<file path="src/rtl/key_debounce_pkg.sv">
// Shared types and constants for the DE10 key debounce/event block.
// Channel FSM states, key index width and a counter-width helper.
package key_debounce_pkg;

  typedef enum logic [1:0] {
    UP,
    WAIT_DN,
    DOWN,
    WAIT_UP
  } db_state_t;

  localparam int KEY_IDX_W = 2;

  // Width able to hold 0..n-1, never narrower than one bit.
  function automatic int cnt_width(input int n);
    return (n < 2) ? 1 : $clog2(n);
  endfunction

endpackage

</file>
<file path="src/rtl/key_debounce_ch.sv">
// One key channel: 2-FF synchroniser, counter debounce FSM, press/release pulses.
// Optional auto-repeat of the press pulse while held when KEY_AUTOREPEAT_EN is defined.
module key_debounce_ch
  import key_debounce_pkg::*;
#(
  parameter int DB_CYCLES            = 500000
`ifdef KEY_AUTOREPEAT_EN
  ,
  parameter int REPEAT_DELAY_CYCLES  = 20000000,
  parameter int REPEAT_PERIOD_CYCLES = 5000000
`endif
) (
  input  logic clk_clk,
  input  logic reset_reset,
  input  logic key_n,
  output logic level,
  output logic press_pulse,
  output logic release_pulse,
  output logic press_evt
);

  localparam int CNT_W = $clog2(DB_CYCLES);
  localparam logic [CNT_W-1:0] CNT_LAST = CNT_W'(DB_CYCLES - 1);

  logic             sync1;
  logic             sync2;
  logic             sync_pressed;
  db_state_t        state;
  logic [CNT_W-1:0] cnt;
  logic             accept_dn;
  logic             accept_up;
  logic             rep_fire;

  always_ff @(posedge clk_clk or posedge reset_reset) begin
    if (reset_reset) begin
      sync1 <= 1'b1;
      sync2 <= 1'b1;
    end else begin
      sync1 <= key_n;
      sync2 <= sync1;
    end
  end

  assign sync_pressed = ~sync2;

  always_comb begin
    accept_dn = (state == WAIT_DN) && sync_pressed && (cnt == CNT_LAST);
    accept_up = (state == WAIT_UP) && !sync_pressed && (cnt == CNT_LAST);
  end

`ifdef KEY_AUTOREPEAT_EN
  localparam int RPT_MAX = (REPEAT_DELAY_CYCLES > REPEAT_PERIOD_CYCLES) ?
                           REPEAT_DELAY_CYCLES : REPEAT_PERIOD_CYCLES;
  localparam int RPT_W = cnt_width(RPT_MAX);
  localparam logic [RPT_W-1:0] DLY_LAST = RPT_W'(REPEAT_DELAY_CYCLES - 1);
  localparam logic [RPT_W-1:0] PER_LAST = RPT_W'(REPEAT_PERIOD_CYCLES - 1);

  logic [RPT_W-1:0] rcnt;
  logic             repeating;

  // The first repeat waits the long delay, later ones the shorter period.
  always_comb begin
    rep_fire = (state == DOWN) && sync_pressed &&
               (rcnt == (repeating ? PER_LAST : DLY_LAST));
  end

  always_ff @(posedge clk_clk or posedge reset_reset) begin
    if (reset_reset) begin
      rcnt      <= '0;
      repeating <= 1'b0;
    end else if ((state == DOWN) && sync_pressed) begin
      if (rep_fire) begin
        rcnt      <= '0;
        repeating <= 1'b1;
      end else begin
        rcnt <= rcnt + RPT_W'(1);
      end
    end else begin
      rcnt      <= '0;
      repeating <= 1'b0;
    end
  end
`else
  assign rep_fire = 1'b0;
`endif

  assign press_evt = accept_dn | rep_fire;

  // Counter only ever counts up to CNT_LAST; reaching it accepts the change.
  always_ff @(posedge clk_clk or posedge reset_reset) begin
    if (reset_reset) begin
      state         <= UP;
      cnt           <= '0;
      level         <= 1'b0;
      press_pulse   <= 1'b0;
      release_pulse <= 1'b0;
    end else begin
      press_pulse   <= press_evt;
      release_pulse <= accept_up;
      case (state)
        UP: begin
          if (sync_pressed) begin
            state <= WAIT_DN;
            cnt   <= CNT_W'(1);
          end
        end
        WAIT_DN: begin
          if (!sync_pressed) begin
            state <= UP;
            cnt   <= '0;
          end else if (accept_dn) begin
            state <= DOWN;
            cnt   <= '0;
            level <= 1'b1;
          end else begin
            cnt <= cnt + CNT_W'(1);
          end
        end
        DOWN: begin
          if (!sync_pressed) begin
            state <= WAIT_UP;
            cnt   <= CNT_W'(1);
          end
        end
        WAIT_UP: begin
          if (sync_pressed) begin
            state <= DOWN;
            cnt   <= '0;
          end else if (accept_up) begin
            state <= UP;
            cnt   <= '0;
            level <= 1'b0;
          end else begin
            cnt <= cnt + CNT_W'(1);
          end
        end
        default: begin
          state <= UP;
          cnt   <= '0;
        end
      endcase
    end
  end

endmodule

</file>
<file path="src/rtl/key_debounce_events.sv">
// Debounces the active-low DE10 keys and latches the most recently pressed key index.
// Define KEY_AUTOREPEAT_EN to enable auto-repeat press pulses on held keys.
module key_debounce_events
  import key_debounce_pkg::*;
#(
  parameter int NUM_KEYS             = 4,
  parameter int DB_CYCLES            = 500000,
  parameter int REPEAT_DELAY_CYCLES  = 20000000,
  parameter int REPEAT_PERIOD_CYCLES = 5000000
) (
  input  logic                 clk_clk,
  input  logic                 reset_reset,
  input  logic [NUM_KEYS-1:0]  key_n_in,
  output logic [NUM_KEYS-1:0]  key_level,
  output logic [NUM_KEYS-1:0]  key_press,
  output logic [NUM_KEYS-1:0]  key_release,
  output logic [KEY_IDX_W-1:0] key_dir,
  output logic                 key_dir_valid
);

  logic [NUM_KEYS-1:0]  press_evt;
  logic [KEY_IDX_W-1:0] dir_next;
  logic                 any_press;

  if (DB_CYCLES < 2 || REPEAT_DELAY_CYCLES < 1 || REPEAT_PERIOD_CYCLES < 1) begin : g_bad_cfg
    $error("key_debounce_events: invalid timing parameters");
  end

  for (genvar g = 0; g < NUM_KEYS; g++) begin : g_ch
    key_debounce_ch #(
      .DB_CYCLES            (DB_CYCLES)
`ifdef KEY_AUTOREPEAT_EN
      ,
      .REPEAT_DELAY_CYCLES  (REPEAT_DELAY_CYCLES),
      .REPEAT_PERIOD_CYCLES (REPEAT_PERIOD_CYCLES)
`endif
    ) u_ch (
      .clk_clk       (clk_clk),
      .reset_reset   (reset_reset),
      .key_n         (key_n_in[g]),
      .level         (key_level[g]),
      .press_pulse   (key_press[g]),
      .release_pulse (key_release[g]),
      .press_evt     (press_evt[g])
    );
  end

  // Scan from the top down so the lowest pressing index is the one kept.
  always_comb begin
    dir_next  = '0;
    any_press = |press_evt;
    for (int i = NUM_KEYS - 1; i >= 0; i--) begin
      if (press_evt[i]) dir_next = KEY_IDX_W'(i);
    end
  end

  // Driven from the same strobe as key_press so key_dir changes with the pulse.
  always_ff @(posedge clk_clk or posedge reset_reset) begin
    if (reset_reset) begin
      key_dir       <= '0;
      key_dir_valid <= 1'b0;
    end else if (any_press) begin
      key_dir       <= dir_next;
      key_dir_valid <= 1'b1;
    end
  end

endmodule
</file>
<file path="config.mk">
export PLATFORM = sky130hd
export DESIGN_NAME = key_debounce_events
export DESIGN_NICKNAME = d
export VERILOG_FILES = /design/src/rtl/key_debounce_pkg.sv /design/src/rtl/key_debounce_ch.sv /design/src/rtl/key_debounce_events.sv
export SDC_FILE = /design/constraint.sdc
export NUM_CORES = 1
export LEC_CHECK = 0
export ABC_AREA = 1
export CAP_MARGIN = 10
export CORE_AREA = 2 2 107 109
export DETAILED_ROUTE_END_ITERATION = 10
export DIE_AREA = 0 0 109 111
export GPL_TIMING_DRIVEN = 0
export HOLD_SLACK_MARGIN = 0.03
export PLACE_DENSITY = 0.78
export SYNTH_ARGS = -nofsm -noshare
export SYNTH_HDL_FRONTEND = slang
export SYNTH_SLANG_ARGS = --single-unit
</file>
<file path="constraint.sdc">
create_clock -name clk_clk -period 4.1 [get_ports clk_clk]
set_input_delay 1.23 -clock clk_clk [delete_from_list [all_inputs] [get_ports clk_clk]]
set_output_delay 1.23 -clock clk_clk [all_outputs]
set_load 0.005 [all_outputs]
</file>
==> flow_summary.html, run 1 <==
<table>
<tr><th>Metric</th><th>Value</th></tr>
<tr><th colspan="2">Synthesis</th></tr>
<tr><td>Cell Area, Synth</td><td>5943 um2</td></tr>
<tr><td>Yosys synthesis warning count</td><td>0</td></tr>
<tr><td>Area leader, netlist</td><td>sky130_fd_sc_hd__dfrtp_1</td></tr>
<tr><td>Synth Net Count</td><td>785</td></tr>
<tr><td>Register bit count reported by yosys</td><td>107</td></tr>
<tr><td>Synth top area cells</td><td>sky130_fd_sc_hd__dfrtp_1, sky130_fd_sc_hd__nand2_1, sky130_fd_sc_hd__inv_1, sky130_fd_sc_hd__nand3_1, sky130_fd_sc_hd__nor2_1</td></tr>
<tr><td>Sequential-to-total area share from yosys stat</td><td>45.22%</td></tr>
<tr><td>Number of library cell types mapped by synthesis</td><td>40</td></tr>
<tr><td>Synthesized area divided by synthesized cell count</td><td>7.669 um2</td></tr>
<tr><td>Proportion of netlist area held by the largest area contributor</td><td>41.68%</td></tr>
<tr><td>Cells after Synth</td><td>775</td></tr>
<tr><th colspan="2">Floorplanning</th></tr>
<tr><td>Top-Level Pins</td><td>21</td></tr>
<tr><td>Count of standard-cell rows</td><td>39</td></tr>
<tr><td>Overall die width</td><td>109 um</td></tr>
<tr><td>Vertical extent of the die</td><td>111 um</td></tr>
<tr><td>Area of the die</td><td>12,100 um2</td></tr>
<tr><td>Starting Density</td><td>53.65%</td></tr>
<tr><td>Core area</td><td>11,080 um2</td></tr>
<tr><th colspan="2">Critical path</th></tr>
<tr><td>Critical path's slowest cell</td><td>sky130_fd_sc_hd__clkdlybuf4s50_1</td></tr>
<tr><td>Worst path bufs/invs</td><td>2</td></tr>
<tr><td>Required time at the worst-slack endpoint</td><td>2.87 ns</td></tr>
<tr><td>Largest delay contributor family on the critical path</td><td>buffers and inverters</td></tr>
<tr><td>Setup CP Type</td><td>reg -&gt; out</td></tr>
<tr><td>Ordered list of cells on the worst path</td><td>buf_4 &gt; clkdlybuf4s50_1</td></tr>
<tr><td>Critical Path AT</td><td>1.32 ns</td></tr>
<tr><td>Largest stage delay on the critical path</td><td>0.48 ns</td></tr>
<tr><td>Setup crit start kind</td><td>flip-flop</td></tr>
<tr><td>Critical path endpoint category</td><td>output port</td></tr>
<tr><td>Largest fanout on the critical path</td><td>2</td></tr>
<tr><th colspan="2">Routing</th></tr>
<tr><td>Residual antenna-violating net count after detailed routing</td><td>0</td></tr>
<tr><td>Total detailed-routing wirelength</td><td>12,810 um</td></tr>
<tr><td>Drt pass-1 iters</td><td>6</td></tr>
<tr><td>Remaining DRCs</td><td>0</td></tr>
<tr><td>Number of DRC markers after the initial detailed-route iteration</td><td>391</td></tr>
<tr><td>Average wire per cell in the routed design</td><td>13.42 um</td></tr>
<tr><td>Via-to-Cell Ratio</td><td>5.402</td></tr>
<tr><td>Total via count after detailed routing</td><td>5,159</td></tr>
<tr><th colspan="2">Global route</th></tr>
<tr><td>Wire length of the first global-routing pass</td><td>22,290 um</td></tr>
<tr><td>Busiest grt layer</td><td>met2</td></tr>
<tr><td>Met1 Usage GRT</td><td>28.51%</td></tr>
<tr><td>GRT met3 Usage</td><td>3.704%</td></tr>
<tr><td>Largest net degree at the start of global routing</td><td>73</td></tr>
<tr><td>Via count of the first global-routing pass</td><td>5,130</td></tr>
<tr><td>Total congestion overflow after global routing</td><td>0</td></tr>
<tr><td>GR Layer Usage met2</td><td>38.10%</td></tr>
<tr><td>Antenna violations before repair</td><td>0</td></tr>
<tr><td>GRT Overall Usage</td><td>22.60%</td></tr>
<tr><th colspan="2">CTS</th></tr>
<tr><td>Post-CTS setup repair buffer count</td><td>0</td></tr>
<tr><td>Total number of H-tree levels</td><td>3</td></tr>
<tr><td>Resize count post-CTS</td><td>0</td></tr>
<tr><td>Clock latency on the worst-skew pair</td><td>0.36 ns</td></tr>
<tr><td>Sink Count</td><td>107</td></tr>
<tr><td>Clk Tree Root Cell</td><td>sky130_fd_sc_hd__clkbuf_16</td></tr>
<tr><td>TritonCTS clock tree</td><td>built</td></tr>
<tr><td>Clock slew seen by the registers of the worst setup and hold paths</td><td>0.07 ns</td></tr>
<tr><td>Number of buffers added by the clock tree synthesis step</td><td>9</td></tr>
<tr><td>Deepest clock path buffer count</td><td>2</td></tr>
<tr><td># hold bufs at CTS</td><td>0</td></tr>
<tr><th colspan="2">Pwr</th></tr>
<tr><td>Register share of total power</td><td>50.9%</td></tr>
<tr><td>Clock network fraction of total power</td><td>41.0%</td></tr>
<tr><td>Internal Power</td><td>1.630 mW</td></tr>
<tr><td>Post-route total power</td><td>2.221 mW</td></tr>
<tr><td>Net Sw Frac</td><td>26.61%</td></tr>
<tr><td>Power share of the combinational group</td><td>8.1%</td></tr>
<tr><td>Switching power of the nets</td><td>0.5909 mW</td></tr>
<tr><td>Static leakage power</td><td>3.168 nW</td></tr>
<tr><td>Highest ir drop seen on vdd</td><td>0.2785 mV</td></tr>
<tr><td>Cell Pwr Density</td><td>333.4 nW/um2</td></tr>
<tr><th colspan="2">Placed design</th></tr>
<tr><td>Final estimated routing congestion in global placement</td><td>0.9238</td></tr>
<tr><td>Placement Setup Slack</td><td>1.677 ns</td></tr>
<tr><td>Number of port buffers</td><td>20</td></tr>
<tr><td>Detailed-placement wirelength estimate</td><td>8953 um</td></tr>
<tr><td>DP Cell Count</td><td>939</td></tr>
<tr><td>Cell area reported after detailed placement</td><td>6352 um2</td></tr>
<tr><th colspan="2">Final layout</th></tr>
<tr><td>Post-route cell area</td><td>6660 um2</td></tr>
<tr><td>Register cell area after layout</td><td>2688 um2</td></tr>
<tr><td>Number of inserted filler cells in the final layout</td><td>945</td></tr>
<tr><td>Proportion of layout cells with a drive suffix above 1</td><td>9.852%</td></tr>
<tr><td>Diode count</td><td>0</td></tr>
<tr><td>Multi-input gate area in the final layout</td><td>2731 um2</td></tr>
<tr><td>Area growth syn-to-layout</td><td>12.06%</td></tr>
<tr><td>Count of non-filler cells in the finished layout</td><td>955</td></tr>
<tr><td>Number of nets in the finished design</td><td>817</td></tr>
<tr><td>Final Core Density</td><td>60.13%</td></tr>
<tr><th colspan="2">Timing</th></tr>
<tr><td>Setup repair after global routing missed its margin</td><td>false</td></tr>
<tr><td>Final-report hold violation count</td><td>0</td></tr>
<tr><td>Skew final</td><td>0.007354 ns</td></tr>
<tr><td>Accumulated negative setup slack</td><td>0 ns</td></tr>
<tr><td>Final critical-path required period</td><td>2.554 ns</td></tr>
<tr><td>Headroom to the max-slew limit</td><td>64.54%</td></tr>
<tr><td>Maximum clock frequency</td><td>391.6 MHz</td></tr>
<tr><td>Final setup viols</td><td>0</td></tr>
<tr><td>Setup ws final</td><td>1.546 ns</td></tr>
<tr><td>Worst hold margin</td><td>0.3577 ns</td></tr>
<tr><td>Final slew viol count</td><td>0</td></tr>
<tr><td>Actual transition at the worst max-transition pin</td><td>0.5278 ns</td></tr>
<tr><td>Share of the clock period used by the worst path</td><td>62.29%</td></tr>
<tr><th colspan="2">Outcome</th></tr>
<tr><td>Result of the run</td><td>finished, final reports clean</td></tr>
<tr><th colspan="2">Run</th></tr>
<tr><td>Max_cap viols</td><td>0</td></tr>
<tr><th colspan="2">Worst hold path</th></tr>
<tr><td>Hold Path Class</td><td>reg -&gt; reg</td></tr>
</table>
-- cell usage in the layout (no fill, tap or decap), types with 6 or more instances in the layout --
cell,netlist,final
sky130_fd_sc_hd__o22ai_1,20,20
sky130_fd_sc_hd__clkbuf_16,0,9
sky130_fd_sc_hd__nand4_1,26,26
sky130_fd_sc_hd__a21oi_1,8,8
sky130_fd_sc_hd__buf_4,12,12
sky130_fd_sc_hd__nand2_2,7,7
sky130_fd_sc_hd__o21ai_0,39,39
sky130_fd_sc_hd__clkdlybuf4s50_1,0,20
sky130_fd_sc_hd__nor2_4,7,7
sky130_fd_sc_hd__dfrtp_1,99,99
sky130_fd_sc_hd__nor2_2,6,6
sky130_fd_sc_hd__xor2_1,23,23
sky130_fd_sc_hd__nand2_1,204,204
sky130_fd_sc_hd__inv_1,103,102
sky130_fd_sc_hd__dfstp_2,8,8
sky130_fd_sc_hd__o21ai_1,12,12
sky130_fd_sc_hd__nand3_1,63,63
sky130_fd_sc_hd__inv_2,6,6
sky130_fd_sc_hd__nor3_1,15,15
sky130_fd_sc_hd__nor2_1,79,79
-- cells in the mapped netlist, drive strengths merged --
master  instances
xor2           23
nor3b           1
and2            1
dfstp           8
o21ai          53
nor2           93
o21bai          4
nand4          26
buf            15
a21oi           8
a21o            1
o22ai          20
ha              4
nand2         214
dfrtp          99
nor3           17
inv           109
a211oi          1
or2             2
clkbuf          1
a31oi           2
nand3          66
xnor2           5
o211ai          1
nor4            1
-- logic make-up after synthesis --
logic type / after synthesis / synth area share, %
buffers and inverters: 125 / 8.821
AO/OA/AOI/OAI: 90 / 8.590
AND/OR/NAND/NOR: 421 / 32.40
XOR/XNOR: 28 / 4.126
flip-flops: 107 / 45.22
adder cells (fa/ha/maj): 4 / 0.8421
-- area by class of cell --
type | count | area share, %
Sequential cell | 107 | 40.35
Tap cell | 143 | 2.686
Multi-Input combinational cell | 543 | 41.01
Clock buffer | 9 | 3.382
Timing Repair Buffer | 21 | 3.419
Inverter | 109 | 6.181
Clock inverter | 7 | 1.240
Buffer | 16 | 1.728
-- power by group through the flow --
| stage | Sequential, mW | Clock (mW) | Combinational [mW] |
|---|---|---|---|
| 2_1_floorplan | 1.14 | 0 | 0.128 |
| 3_3_place_gp | 1.15 | 0 | 0.168 |
| 3_5_place_dp | 1.15 | 0 | 0.178 |
| 4_1_cts | 1.13 | 0.930 | 0.182 |
| 5_1_grt | 1.13 | 0.976 | 0.202 |
| 6_report | 1.13 | 0.911 | 0.180 |
-- sequential cells by signal, summed over array words and instances, names as in the netlist, named ones only --
register	flops
g_ch.u_ch.cnt	76
g_ch.u_ch.level	4
g_ch.u_ch.press_pulse	4
g_ch.u_ch.release_pulse	4
g_ch.u_ch.state	4
g_ch.u_ch.sync1	4
g_ch.u_ch.sync2	4
key_dir	2
key_dir_valid	1
-- per-layer routing --
metal  wire, um  share of wire, %
met1       5707                45
met2       6232                49
met3        562               4.4
met4        312               2.4
met5          0                 0
-- worst paths after layout --
check                                    start                   end  slack [ns]  cells after the start
min                         g_ch[2].u_ch.sync1    g_ch[2].u_ch.sync2        0.36                      0
max reg2reg                g_ch[0].u_ch.cnt[0]  g_ch[0].u_ch.cnt[12]        2.33                      8
max                         g_ch[3].u_ch.level          key_level[3]        1.55                      2
min reg2reg                 g_ch[2].u_ch.sync1    g_ch[2].u_ch.sync2        0.36                      0
min in group asynchronous          reset_reset  g_ch[1].u_ch.cnt[10]        1.25                      2
max in group asynchronous          reset_reset    g_ch[2].u_ch.sync2        2.12                      3
(Power assumes the default switching activity.)
==> run 2: changes to the inputs <==
==> constraint.sdc (replaced) <==
create_clock -name clk_clk -period 2.1 [get_ports clk_clk]
set_input_delay 0.63 -clock clk_clk [delete_from_list [all_inputs] [get_ports clk_clk]]
set_output_delay 0.63 -clock clk_clk [all_outputs]
set_load 0.005 [all_outputs]
==> run 2 against run 1 <==
Net effect:
- via count rose by 1.3%
- register-to-register slack got worse by 2.0 ns
- utilization rose by 0.23 points
- critical endpoint unchanged
==> flow_summary.html, run 2 (synthesis gave the netlist of run 1 again) <==
<table>
<tr><th>Metric</th><th>Value</th></tr>
<tr><th colspan="2">CTS</th></tr>
<tr><td>Post-CTS setup repair buffer count</td><td>0</td></tr>
<tr><td>Resize count post-CTS</td><td>0</td></tr>
<tr><td>Deepest clock path buffer count</td><td>2</td></tr>
<tr><td>Clk Tree Root Cell</td><td>sky130_fd_sc_hd__clkbuf_16</td></tr>
<tr><td>Sink Count</td><td>107</td></tr>
<tr><td>Number of buffers added by the clock tree synthesis step</td><td>9</td></tr>
<tr><td>Clock latency on the worst-skew pair</td><td>0.36 ns</td></tr>
<tr><td># hold bufs at CTS</td><td>0</td></tr>
<tr><td>TritonCTS clock tree</td><td>built</td></tr>
<tr><td>Clock slew seen by the registers of the worst setup and hold paths</td><td>0.07 ns</td></tr>
<tr><td>Total number of H-tree levels</td><td>3</td></tr>
<tr><th colspan="2">Global route</th></tr>
<tr><td>Total congestion overflow after global routing</td><td>0</td></tr>
<tr><td>Largest net degree at the start of global routing</td><td>44</td></tr>
<tr><td>Antenna violations before repair</td><td>0</td></tr>
<tr><td>Via count of the first global-routing pass</td><td>4,995</td></tr>
<tr><td>Wire length of the first global-routing pass</td><td>21,800 um</td></tr>
<tr><td>GRT Overall Usage</td><td>22.30%</td></tr>
<tr><th colspan="2">Critical path</th></tr>
<tr><td>Critical Path AT</td><td>1.33 ns</td></tr>
<tr><td>Logic depth of the worst register-to-register path</td><td>6</td></tr>
<tr><td>Critical path endpoint category</td><td>output port</td></tr>
<tr><td>Critical path launch point</td><td>g_ch[3].u_ch.level</td></tr>
<tr><td>Worst setup endpoint</td><td>key_level[3]</td></tr>
<tr><td>Setup crit start kind</td><td>flip-flop</td></tr>
<tr><td>Largest fanout on the critical path</td><td>2</td></tr>
<tr><td>Startpoint of the lowest-slack register-to-register path</td><td>g_ch[3].u_ch.sync2</td></tr>
<tr><td>Flop2flop setup slack</td><td>0.31 ns</td></tr>
<tr><td>Required time at the worst-slack endpoint</td><td>1.47 ns</td></tr>
<tr><td>Setup CP Type</td><td>reg -&gt; out</td></tr>
<tr><td>Worst reg2reg path endpoint</td><td>g_ch[3].u_ch.cnt[6]</td></tr>
<tr><th colspan="2">Final layout</th></tr>
<tr><td>Number of nets in the finished design</td><td>819</td></tr>
<tr><td>Diode count</td><td>0</td></tr>
<tr><td>Proportion of layout cells with a drive suffix above 1</td><td>10.07%</td></tr>
<tr><td>Most common cell after layout, fill and taps aside</td><td>sky130_fd_sc_hd__nand2_1</td></tr>
<tr><td>Highest-count cells in the layout ignoring fill and taps</td><td>sky130_fd_sc_hd__nand2_1, sky130_fd_sc_hd__inv_1, sky130_fd_sc_hd__dfrtp_1, sky130_fd_sc_hd__nor2_1, sky130_fd_sc_hd__nand3_1</td></tr>
<tr><td>Final Core Density</td><td>60.35%</td></tr>
<tr><td>Area growth syn-to-layout</td><td>12.48%</td></tr>
<tr><td>Max FFs per register</td><td>76</td></tr>
<tr><td>Count of non-filler cells in the finished layout</td><td>957</td></tr>
<tr><td>Register with the most flip-flops</td><td>g_ch.u_ch.cnt</td></tr>
<tr><th colspan="2">Timing</th></tr>
<tr><td>Headroom to the max-slew limit</td><td>63.74%</td></tr>
<tr><td>Setup repair after global routing missed its margin</td><td>false</td></tr>
<tr><td>Final critical-path required period</td><td>1.962 ns</td></tr>
<tr><td>Skew final</td><td>0.009246 ns</td></tr>
<tr><td>Actual transition at the worst max-transition pin</td><td>0.5427 ns</td></tr>
<tr><td>Setup ws final</td><td>0.1376 ns</td></tr>
<tr><td>Final slew viol count</td><td>0</td></tr>
<tr><td>Final setup viols</td><td>0</td></tr>
<tr><td>Worst hold margin</td><td>0.3579 ns</td></tr>
<tr><td>Share of the clock period used by the worst path</td><td>93.45%</td></tr>
<tr><td>Accumulated negative setup slack</td><td>0 ns</td></tr>
<tr><td>Maximum clock frequency</td><td>509.6 MHz</td></tr>
<tr><td>Final-report hold violation count</td><td>0</td></tr>
<tr><th colspan="2">Floorplanning</th></tr>
<tr><td>Top-Level Pins</td><td>21</td></tr>
<tr><td>Starting Density</td><td>53.65%</td></tr>
<tr><td>Vertical extent of the die</td><td>111 um</td></tr>
<tr><td>Count of standard-cell rows</td><td>39</td></tr>
<tr><td>Overall die width</td><td>109 um</td></tr>
<tr><td>Area of the die</td><td>12,100 um2</td></tr>
<tr><td>Core area</td><td>11,080 um2</td></tr>
<tr><th colspan="2">Placed design</th></tr>
<tr><td>Detailed-placement wirelength estimate</td><td>9275 um</td></tr>
<tr><td>Number of port buffers</td><td>20</td></tr>
<tr><td>Placement Setup Slack</td><td>0.2610 ns</td></tr>
<tr><td>DP Cell Count</td><td>941</td></tr>
<tr><td>Final estimated routing congestion in global placement</td><td>0.9328</td></tr>
<tr><th colspan="2">Pwr</th></tr>
<tr><td>Cell Pwr Density</td><td>626.3 nW/um2</td></tr>
<tr><td>Static leakage power</td><td>3.168 nW</td></tr>
<tr><td>Highest ir drop seen on vdd</td><td>0.5930 mV</td></tr>
<tr><th colspan="2">Routing</th></tr>
<tr><td>Via-to-Cell Ratio</td><td>5.460</td></tr>
<tr><td>Number of DRC markers after the initial detailed-route iteration</td><td>340</td></tr>
<tr><td>Remaining DRCs</td><td>0</td></tr>
<tr><td>Average wire per cell in the routed design</td><td>13.29 um</td></tr>
<tr><td>Total via count after detailed routing</td><td>5,225</td></tr>
<tr><td>Drt pass-1 iters</td><td>6</td></tr>
<tr><td>Residual antenna-violating net count after detailed routing</td><td>0</td></tr>
<tr><td>Total detailed-routing wirelength</td><td>12,720 um</td></tr>
<tr><th colspan="2">Worst hold path</th></tr>
<tr><td>Cell depth of the worst min-delay path</td><td>0</td></tr>
<tr><td>Hold Path Class</td><td>reg -&gt; reg</td></tr>
<tr><th colspan="2">Outcome</th></tr>
<tr><td>Result of the run</td><td>finished, final reports clean</td></tr>
<tr><th colspan="2">Run</th></tr>
<tr><td>Max_cap viols</td><td>0</td></tr>
</table>
==> run 2: layout make-up <==
cell class	count	area (um2)
plain buffers	16	115.1
clock buffers	9	225.2
clock inverters	7	58.81
fillers	945	4392
inverters	109	412.9
multi-input cells	543	2731
flip-flops and latches	107	2688
well taps	143	178.9
repair buffers	23	275.3
==> run 2: report_power, final <==
| part | total [mW] | switching [mW] | internal [mW] | leakage (nW) |
|---|---|---|---|---|
| registers | 2.21 | 0.0769 | 2.13 | 1.44 |
| clock network | 1.62 | 0.803 | 0.821 | 0.133 |
| logic | 0.355 | 0.241 | 0.114 | 1.59 |
| total | 4.19 | 1.12 | 3.06 | 3.17 |
==> run 2: worst max-delay path, cell delays in order (launching register included) <==
cell,delay (ns)
sky130_fd_sc_hd__dfrtp_1,0.38
sky130_fd_sc_hd__buf_4,0.12
sky130_fd_sc_hd__clkdlybuf4s50_1,0.48
==> run 2: worst min-delay path by stage <==
stage,start,slack (ns),endpoint
after floorplan,g_ch[0].u_ch.sync1,0.35,g_ch[0].u_ch.sync2
after global placement,g_ch[2].u_ch.sync1,0.35,g_ch[2].u_ch.sync2
after detailed placement,g_ch[2].u_ch.sync1,0.35,g_ch[2].u_ch.sync2
after CTS,g_ch[1].u_ch.sync1,0.36,g_ch[1].u_ch.sync2
after global routing,g_ch[1].u_ch.sync1,0.37,g_ch[1].u_ch.sync2
final,g_ch[1].u_ch.sync1,0.36,g_ch[1].u_ch.sync2
==> run 2: per-layer routing <==
| layer | vias up | GRT usage (%) | share of wire (%) |
|---|---|---|---|
| met2 | 148 | 36.77 | 49 |
| met4 | 0 | 9.316 | 2.3 |
| met5 | - | 0 | 0 |
| met3 | 27 | 4.292 | 4.5 |
| met1 | 2491 | 28.44 | 44 |
| li1 | 2559 | - | - |
==> run 2: per-stage QoR <==
| step | area [um2] | power (mW) |
|---|---|---|
| final | 6685 | 4.187 |
| after detailed placement | 6401 | 2.600 |
| after floorplan | 5947 | 2.473 |
| after CTS | 6685 | 4.232 |
| after global placement | 6326 | 2.565 |
| after global routing | 6685 | 4.379 |
==> run 3: changes to the inputs <==
--- a/config.mk
+++ b/config.mk
@@ -6,13 +6,13 @@
 export NUM_CORES = 1
 export LEC_CHECK = 0
 export ABC_AREA = 1
-export CAP_MARGIN = 10
 export CORE_AREA = 2 2 107 109
 export DETAILED_ROUTE_END_ITERATION = 10
 export DIE_AREA = 0 0 109 111
 export GPL_TIMING_DRIVEN = 0
 export HOLD_SLACK_MARGIN = 0.03
 export PLACE_DENSITY = 0.78
+export SETUP_SLACK_MARGIN = 0.05
 export SYNTH_ARGS = -nofsm -noshare
 export SYNTH_HDL_FRONTEND = slang
 export SYNTH_SLANG_ARGS = --single-unit
==> results of run 3 <==
The final DEF is identical to that of run 2; final timing and power are the same.
